File: src/rtl/apb_cmd_master.sv
`default_nettype none
// ============================================================================
// Module   : apb_cmd_master
// Purpose  : Turns a valid/ready command stream into single APB transfers,
//            with a PREADY wait timeout and one response per command.
// Revision : 1.0  initial release
// ============================================================================
module apb_cmd_master #(
    parameter int ADDR_W  = 5,
    parameter int DATA_W  = 32,
    parameter int TIMEOUT = 16
) (
    input  logic              SYSCLK,
    input  logic              RST,
    input  logic              CMD_VALID,
    output logic              CMD_READY,
    input  logic              CMD_WRITE,
    input  logic [ADDR_W-1:0] CMD_ADDR,
    input  logic [DATA_W-1:0] CMD_WDATA,
    output logic              RSP_VALID,
    output logic [DATA_W-1:0] RSP_RDATA,
    output logic              RSP_ERR,
    output logic              PSEL,
    output logic              PENABLE,
    output logic              PWRITE,
    output logic [ADDR_W-1:0] PADDR,
    output logic [DATA_W-1:0] PWDATA,
    input  logic [DATA_W-1:0] PRDATA,
    input  logic              PREADY
);

    localparam int CNT_W = (TIMEOUT > 0) ? $clog2(TIMEOUT + 1) : 1;
    // Abort fires on the TIMEOUT-th low-PREADY ACCESS cycle, i.e. when the
    // count of earlier wait cycles equals TIMEOUT-1.
    localparam logic [CNT_W-1:0] c_cnt_last = (TIMEOUT > 0) ? CNT_W'(TIMEOUT - 1) : '0;
    localparam logic [CNT_W-1:0] c_cnt_max  = '1;

    typedef enum logic [1:0] {
        S_IDLE   = 2'd0,
        S_SETUP  = 2'd1,
        S_ACCESS = 2'd2
    } state_t;

    state_t            r_state;
    logic [CNT_W-1:0]  r_cnt;
    logic              r_cmd_ready;
    logic              r_rsp_valid;
    logic [DATA_W-1:0] r_rsp_rdata;
    logic              r_rsp_err;
    logic              r_psel;
    logic              r_penable;
    logic              r_pwrite;
    logic [ADDR_W-1:0] r_paddr;
    logic [DATA_W-1:0] r_pwdata;

    always_ff @(posedge SYSCLK) begin
        if (RST) begin
            r_state     <= S_IDLE;
            r_cnt       <= '0;
            r_cmd_ready <= 1'b0;
            r_rsp_valid <= 1'b0;
            r_rsp_rdata <= '0;
            r_rsp_err   <= 1'b0;
            r_psel      <= 1'b0;
            r_penable   <= 1'b0;
            r_pwrite    <= 1'b0;
            r_paddr     <= '0;
            r_pwdata    <= '0;
        end else begin
            r_rsp_valid <= 1'b0;
            case (r_state)
                S_IDLE: begin
                    r_cmd_ready <= 1'b1;
                    if (CMD_VALID && r_cmd_ready) begin
                        r_cmd_ready <= 1'b0;
                        r_pwrite    <= CMD_WRITE;
                        r_paddr     <= CMD_ADDR;
                        r_pwdata    <= CMD_WRITE ? CMD_WDATA : '0;
                        r_psel      <= 1'b1;
                        r_penable   <= 1'b0;
                        r_cnt       <= '0;
                        r_state     <= S_SETUP;
                    end
                end
                S_SETUP: begin
                    r_penable <= 1'b1;
                    r_state   <= S_ACCESS;
                end
                S_ACCESS: begin
                    if (PREADY) begin
                        r_rsp_valid <= 1'b1;
                        r_rsp_rdata <= r_pwrite ? '0 : PRDATA;
                        r_rsp_err   <= 1'b0;
                        r_psel      <= 1'b0;
                        r_penable   <= 1'b0;
                        r_cmd_ready <= 1'b1;
                        r_state     <= S_IDLE;
                    end else if ((TIMEOUT != 0) && (r_cnt == c_cnt_last)) begin
                        r_rsp_valid <= 1'b1;
                        r_rsp_rdata <= '0;
                        r_rsp_err   <= 1'b1;
                        r_psel      <= 1'b0;
                        r_penable   <= 1'b0;
                        r_cmd_ready <= 1'b1;
                        r_state     <= S_IDLE;
                    end else if (r_cnt != c_cnt_max) begin
                        r_cnt <= r_cnt + 1'b1;
                    end
                end
                default: begin
                    r_psel      <= 1'b0;
                    r_penable   <= 1'b0;
                    r_cmd_ready <= 1'b0;
                    r_state     <= S_IDLE;
                end
            endcase
        end
    end

    assign CMD_READY = r_cmd_ready;
    assign RSP_VALID = r_rsp_valid;
    assign RSP_RDATA = r_rsp_rdata;
    assign RSP_ERR   = r_rsp_err;
    assign PSEL      = r_psel;
    assign PENABLE   = r_penable;
    assign PWRITE    = r_pwrite;
    assign PADDR     = r_paddr;
    assign PWDATA    = r_pwdata;

endmodule
`default_nettype wire
File: config.mk
export PLATFORM = sky130hd
export DESIGN_NAME = apb_cmd_master
export DESIGN_NICKNAME = d
export VERILOG_FILES = /design/src/rtl/apb_cmd_master.sv
export SDC_FILE = /design/constraint.sdc
export NUM_CORES = 1
export LEC_CHECK = 0
export ABC_AREA = 1
export CAP_MARGIN = 40
export CORE_MARGIN = 10
export CORE_UTILIZATION = 25
export DETAILED_ROUTE_END_ITERATION = 7
export GPL_TIMING_DRIVEN = 1
export PLACE_DENSITY = 0.55
export SETUP_SLACK_MARGIN = 0.1
export SYNTH_ARGS = -nofsm -noshare
export SYNTH_HDL_FRONTEND = slang
export SYNTH_SLANG_ARGS = --single-unit
export TNS_END_PERCENT = 5
File: constraint.sdc
create_clock -name SYSCLK -period 1.6 [get_ports SYSCLK]
set_input_delay 0.16 -clock SYSCLK [delete_from_list [all_inputs] [get_ports SYSCLK]]
set_output_delay 0.16 -clock SYSCLK [all_outputs]
set_load 0.02 [all_outputs]
==> results.md, run 1 <==
- Synth warn: 0
- DRT Pass-1 Iters: 4
- Avg Cell Area, Syn: 8.211 um2
- Synth Register Bits: 81
- ANT nets after route: 0
- IO buf count: ~150
- CTS tree: done
- Global-route wire length before repair: 16500 um
- Top post-synthesis cells by area: dfxtp_1 51%, nand2_1 14%, o21ai_2 8.1%, a21oi_1 6.2%, nand3_1 5.2%
- Site Rows: 40
- Initial antenna violation count: 0
- Tightest Pin Transition: 0.4333 ns
- Layout cell share with drive strength beyond 1: 0.1728
- Grt total ovfl: 0
- Placed cell area: 4841 um2
- PnR worst setup slack: about 0.025 ns
- Initial DRC count: 129
- Crit path max fanout: 6
- Flop pwr share: 0.436
- Synth unique cells: 21
- Die height: 132.3 um
- Most frequent CP cell: nand2_4
- Cell Area, Synth: approximately 3200 um2
- Clock power frac: 0.417
- GRT Util Overall: 0.1160
- Vias: between 3000 and 4000
- Nets: about 600
- Fmax: between 0.6 and 0.7 GHz
- H-tree levels: 3
- DIE AREA: 17500 um2
- Syn nets: 461
- Worst endpoint data arrival time: 1.84 ns
- Leakage power: 2.106 nW
- Max-slew headroom: 0.7111
- Largest stage delay, worst path: 0.35 ns
- Switching portion of total power: 0.2423
- Endpoints failing hold: 0
- Final setup vio count: 0
- Post-route setup TNS: 0 ns
- Crit end category: flip-flop
- Dpl ws: -0.03367 ns
- Clock latency on the worst-skew pair: 0.33 ns
- Gate Count Post-Synth: 384
- Combinational Power Share: 0.147
- Worst path slowest cell: dfxtp_2
- Final WL: approximately 11000 um
- Final hold slack: 0.3808 ns
- Min Tclk post-route: 1.575 ns
- Via/cell ratio: between 4 and 5
- Design Area, Final: between 5000 and 6000 um2
- Maximum clock path buffer count: 2
- Status: complete, no violations
- Startpoint Class: flip-flop
- Final period util: 0.9846
- Core Area: 12160 um2
- Number of remaining DRC errors: 0
- HPWL after DPL: 7975 um
- Sequential cell area fraction in the yosys report: 0.5143
- Largest area contributor in the netlist: dfxtp_1
- Number of global-route vias before repair: 2981
- Max-Cap Viols: 0
- Total net switching power: 1.179 mW
- Pwr per Cell Area: 909.1 nW/um2
- Die X: 132.3 um
- Clock Pin Slew Worst Setup and Hold Paths: around 0.060 ns
- Worst Path Class, Setup: flip-flop to flip-flop
- Final-report max-slew violation count: 0
- Post-synth top area share: 0.5143
- RSZ-0062 raised after global routing: true
- Worst EP required: around 1.9 ns
- Worst path cell trace: ha_4 > nand2_4 > nor2_4 > ha_2 > inv_2 > nand2_4 > nand2_4 > inv_4 > nand2_8 > clkbuf_16 > o21ai_2
- RD Place Congestion: 0.7022
- Initial Util: 0.2593
- Largest net degree at the start of global routing: 38
- Ant diodes: 0
- Number of buffers created by CTS: 9
- Root buffer cell: clkbuf_16
- Worst Hold Class: input port to flip-flop
- Peak VDD IR: about 0.00038 V
- I/O pins: ~150
- Area growth syn-to-layout: 69.80%
- Final Skew: 0.005140 ns
- Wire per inst: about 15 um
- Core Util, Final: 0.4402
- Internal power: approximately 3.7 mW
- Clock sinks: 81
-- stage by stage --
| step | std cells | total power, mW |
|---|---|---|
| 2_1_floorplan | 384 | 2.478 |
| 3_3_place_gp | 690 | 2.857 |
| 3_5_place_dp | 690 | 2.863 |
| 4_1_cts | 706 | 4.923 |
| 5_1_grt | 712 | 5.084 |
| 6_report | 712 | 4.867 |
-- final cells by class --
class	instances	area, um2
tap	168	210.2
timing repair buffer	168	1730
multi-input combinational	263	1426
clock buffer	13	250.2
clock inverter	3	40.04
inverter	16	71.32
sequential	81	1625
fill	1210	6808
-- worst max-delay path, delay by kind of cell, from the launching register on --
kind	cells	cell delay, ns
AOI/OAI and AO/OA	1	0.12
and+or+nand+nor	5	0.38
DFF	1	0.35
adders and majority gates	2	0.34
buffers and inverters	3	0.31
-- registers in the layout (all words and copies together) (netlist names) --
| signal | cells |
|---|---|
| r_cnt | 5 |
| PADDR | 5 |
| PWDATA | 32 |
| PSEL | 1 |
| RSP_RDATA | 32 |
| r_state | 2 |
| PWRITE | 1 |
| CMD_READY | 1 |
| RSP_VALID | 1 |
| RSP_ERR | 1 |
-- synth_stat cells --
library cell / number
nand2_1: 115
dfxtp_1: 81
a21oi_1: 39
nand3_1: 33
o21ai_2: 29
nor2_1: 22
clkbuf_1: 16
o21ai_0: 12
inv_1: 11
buf_6: 7
ha_1: 3
nand2_4: 3
inv_2: 2
nand3_2: 2
nand4_1: 2
nor2_4: 2
a31o_2: 1
buf_2: 1
clkinv_1: 1
clkinv_2: 1
inv_4: 1
-- power groups by stage --
stage                     Sequential [mW]  Combinational [mW]  Clock, mW
after floorplan                      2.23               0.244          0
after CTS                            2.12               0.702       2.10
after global placement               2.16               0.696          0
final                                2.12               0.716       2.03
after global routing                 2.13               0.778       2.18
after detailed placement             2.16               0.699          0
-- path summary, 6_finish.rpt --
path	startpoint	end	slack (ns)	depth (start not counted)
worst max-delay path	r_cnt[0]	RSP_RDATA[12]	0.02	11
worst min-delay path	CMD_WDATA[10]	PWDATA[10]	0.38	3
worst max register to register	r_cnt[0]	RSP_RDATA[12]	0.02	11
worst min register to register	PWDATA[29]	PWDATA[29]	0.46	2
-- routing by layer --
layer | wire [um] | track usage | vias to the layer above
met5 | 0 | 0 | -
met4 | 159 | 0.04095 | 0
met3 | 623 | 0.03620 | 13
met2 | 5582 | 0.2067 | 73
met1 | 4398 | 0.1261 | 1411
li1 | - | - | 1562
-- cells in the final DEF, fill, tap and decap left out --
cell and count:
clkdlybuf4s50_1 139, nand2_1 111, dfxtp_1 78, a21oi_1 36, nand3_1 33, o21ai_2 31
nor2_1 19, buf_4 13, clkbuf_16 11, inv_1 9, dlymetal6s2s_1 8, o21ai_0 6
nand2_4 4, o21ai_1 4, nor2_4 3, clkinv_2 3, clkbuf_1 3, buf_12 3
dfxtp_2 3, inv_2 2, nor2_2 2, inv_4 2, nand2_2 2, a21oi_2 2
nand4_1 2, ha_4 2, buf_6 2, nand3_2 1, clkinv_1 1, inv_6 1
a21oi_4 1, nand3_4 1, nand2_8 1, a31o_2 1, ha_2 1, clkbuf_8 1
bufinv_16 1, dlygate4sd2_1 1
-- logic make-up after synthesis --
group | share of synthesized area
and+or+nand+nor | 0.2436
AOI/OAI and AO/OA | 0.1643
DFF | 0.5143
buffers and inverters | 0.06587
adders and majority gates | 0.01191
-- timing repair --
action	in CTS	in global routing
buffers inserted	0	3
endpoints found under the hold margin	0	0
pin swaps	1	13
endpoints found under the setup margin	41	82
hold buffers	0	0
cloned	0	3
gates resized for setup	3	42
Power figures use the tool's default switching activity.
==> run 2, diff against run 1 <==
--- a/config.mk
+++ b/config.mk
@@ -11,7 +11,7 @@
 export CORE_UTILIZATION = 25
 export DETAILED_ROUTE_END_ITERATION = 7
 export GPL_TIMING_DRIVEN = 1
-export PLACE_DENSITY = 0.55
+export PLACE_DENSITY = 0.53
 export SETUP_SLACK_MARGIN = 0.1
 export SYNTH_ARGS = -nofsm -noshare
 export SYNTH_HDL_FRONTEND = slang
==> constraint.sdc (replaced) <==
create_clock -name SYSCLK -period 1.5 [get_ports SYSCLK]
set_input_delay 0.15 -clock SYSCLK [delete_from_list [all_inputs] [get_ports SYSCLK]]
set_output_delay 0.15 -clock SYSCLK [all_outputs]
set_load 0.02 [all_outputs]
==> results.md, run 2 (synthesis gave the netlist of run 1 again) <==
- Wire per inst: 15.57 um (+3.0%)
- Worst Setup EP: r_cnt[0]
- Site Rows: 40 (unchanged)
- Hold buffers post-CTS: 0 (unchanged)
- Final Skew: 0.004922 ns (-0.0002177 ns)
- Final period util: 1.024 (+0.03900)
- Status: complete, but fails checks
- Global-route wire length before repair: 17610 um (+6.7%)
- Max-Cap Viols: 0 (unchanged)
- Pwr per Cell Area: 933.0 nW/um2 (+2.6%)
- Grt total ovfl: 0 (unchanged)
- Final-report max-slew violation count: 0 (unchanged)
- Worst Hold Class: input port to flip-flop
- Initial Util: 0.2593 (unchanged)
- Startpoint Class: flip-flop
- Design Area, Final: 5431 um2 (+1.4%)
- Via/cell ratio: 4.272 (-0.58%)
- Leakage power: 2.384 nW (+13%)
- Reg-to-reg endpoint: r_cnt[0]
- Footprint of the multi-input gates: 1493 um2 (+4.6%)
- Dpl ws: -0.1123 ns (-0.07859 ns)
- Worst-case reg-to-reg path depth: 13 (+2)
- Tightest Pin Transition: 0.4094 ns (-0.02390 ns)
- Number of remaining DRC errors: 0 (unchanged)
- R2r setup slk: -0.04 ns (-0.06 ns)
- Crit path max fanout: 5 (-1)
- Worst EP required: 1.73 ns (-0.14 ns)
- Root buffer cell: clkbuf_16
- Endpoints failing hold: 0 (unchanged)
- ANT nets after route: 0 (unchanged)
- Commonest non-fill, non-tap cell in the layout: nand2_1
- Critical Path Source: r_cnt[0]
- DRT Pass-1 Iters: 4 (unchanged)
- Final setup vio count: 15 (+15)
- Worst endpoint data arrival time: 1.76 ns (-0.08 ns)
- DP Cell Count: 694 (+0.58%)
- H-tree levels: 3 (unchanged)
- Initial DRC count: 112 (-13%)
- Ant diodes: 0 (unchanged)
- Layout cell share with drive strength beyond 1: 0.2109 (+0.03811)
- Core Util, Final: 0.4466 (+0.006379)
- I/O pins: 149 (unchanged)
- Failing checks: negative setup slack
- Clock latency on the worst-skew pair: 0.33 ns (about the same)
- PnR worst setup slack: -0.03538 ns (-0.06004 ns)
- Core Area: 12160 um2 (unchanged)
- CTS tree: done
- Vias: 3067 (+0.26%)
- Origin of the critical flop-to-flop path: r_cnt[0]
- Total Power: 5.068 mW (+4.1%)
- IO buf count: 148 (unchanged)
- RD Place Congestion: 0.7340 (+4.5%)
- Area growth syn-to-layout: 72.26%
- Nets: 622 (+0.97%)
- HPWL after DPL: 8242 um (+3.3%)
- DIE AREA: 17500 um2 (unchanged)
- Fmax: 0.6513 GHz (+2.6%)
- Peak VDD IR: 0.0004535 V (+19%)
- Placed cell area: 4916 um2 (+1.6%)
- Most frequent cells in the layout: 113 x nand2_1, 78 x dfxtp_1, 74 x dlygate4sd2_1
- Number of buffers created by CTS: 9 (unchanged)
- Die height: 132.3 um (unchanged)
- Crit end category: flip-flop
- Final WL: 11180 um (+3.9%)
- Number of global-route vias before repair: 3184 (+6.8%)
- Worst Path Class, Setup: flip-flop to flip-flop
- RSZ-0062 raised after global routing: true
- Sequential Area: 1625 um2 (unchanged)
- Initial antenna violation count: 0 (unchanged)
- Max-slew headroom: 0.7271 (+0.01594)
- Non-Filler Instances: 718 (+0.84%)
- Maximum clock path buffer count: 2 (unchanged)
- Largest net degree at the start of global routing: 37 (-2.6%)
- Min Tclk post-route: 1.535 ns (-0.03996 ns)
- Die X: 132.3 um (unchanged)
- Clock Pin Slew Worst Setup and Hold Paths: 0.06 ns (about the same)
- Clock sinks: 81 (unchanged)
- Fill cells: 1194 (-1.3%)
- GRT Util Overall: 0.1256 (+0.009656)
## run 2: repair_timing
item / 4_1_cts / 5_1_grt
gates cloned: 4 / 0
gates resized for setup: 100 / 24
pin swaps: 4 / 2
endpoints found under the setup margin: 117 / 76
setup buffers: 2 / 2
## run 2: cell type report
class                           count  area share
Multi-Input combinational cell    263      0.2748
Timing Repair Buffer              174      0.3234
Tap cell                          168     0.03870
Sequential cell                    81      0.2992
Inverter                           16     0.01313
Clock buffer                       13     0.04792
Clock inverter                      3    0.002764
## run 2: per-stage QoR
stage,hold slack [ns],TNS [ns]
final,0.3679,-0.1557
after global routing,0.3784,-2.522
after CTS,0.3589,-0.2799
after detailed placement,0.4535,-1.499
after global placement,0.4510,-0.3593
after floorplan,0.2416,0
## run 2: worst min-delay path by stage
stage | startpoint | end | slack [ns] | cells after the start
floorplan | PREADY | RSP_ERR | 0.24 | 1
global placement | PWDATA[13] | PWDATA[13] | 0.45 | 2
detailed placement | PWDATA[18] | PWDATA[18] | 0.45 | 2
CTS | CMD_WDATA[27] | PWDATA[27] | 0.36 | 3
global route | CMD_WDATA[3] | PWDATA[3] | 0.38 | 3
finish | CMD_WDATA[12] | PWDATA[12] | 0.37 | 3
## run 2: where the power goes
part	internal (mW)	switching (mW)	total [mW]
clock	1.20	0.840	2.04
combinational	0.367	0.396	0.764
sequential	2.22	0.0409	2.26
total	3.79	1.28	5.07
## run 2: critical path, cell delays in order (launching register included)
cell	delay, ns
dfxtp_2	0.35
ha_4	0.15
nand2_4	0.05
nor2_4	0.10
ha_4	0.14
inv_2	0.03
nand2_2	0.07
nand2_4	0.08
buf_12	0.16
buf_6	0.12
nand4_1	0.06
nand2_1	0.05
nand2_1	0.05
nor2_1	0.03
## run 2: per-layer routing
metal / global-route usage / part of all wire / wire length (um)
met5: 0 / 0 / 0
met4: 0.04645 / 0.012 / 139
met3: 0.04040 / 0.051 / 566
met2: 0.2293 / 0.54 / 6049
met1: 0.1309 / 0.40 / 4423
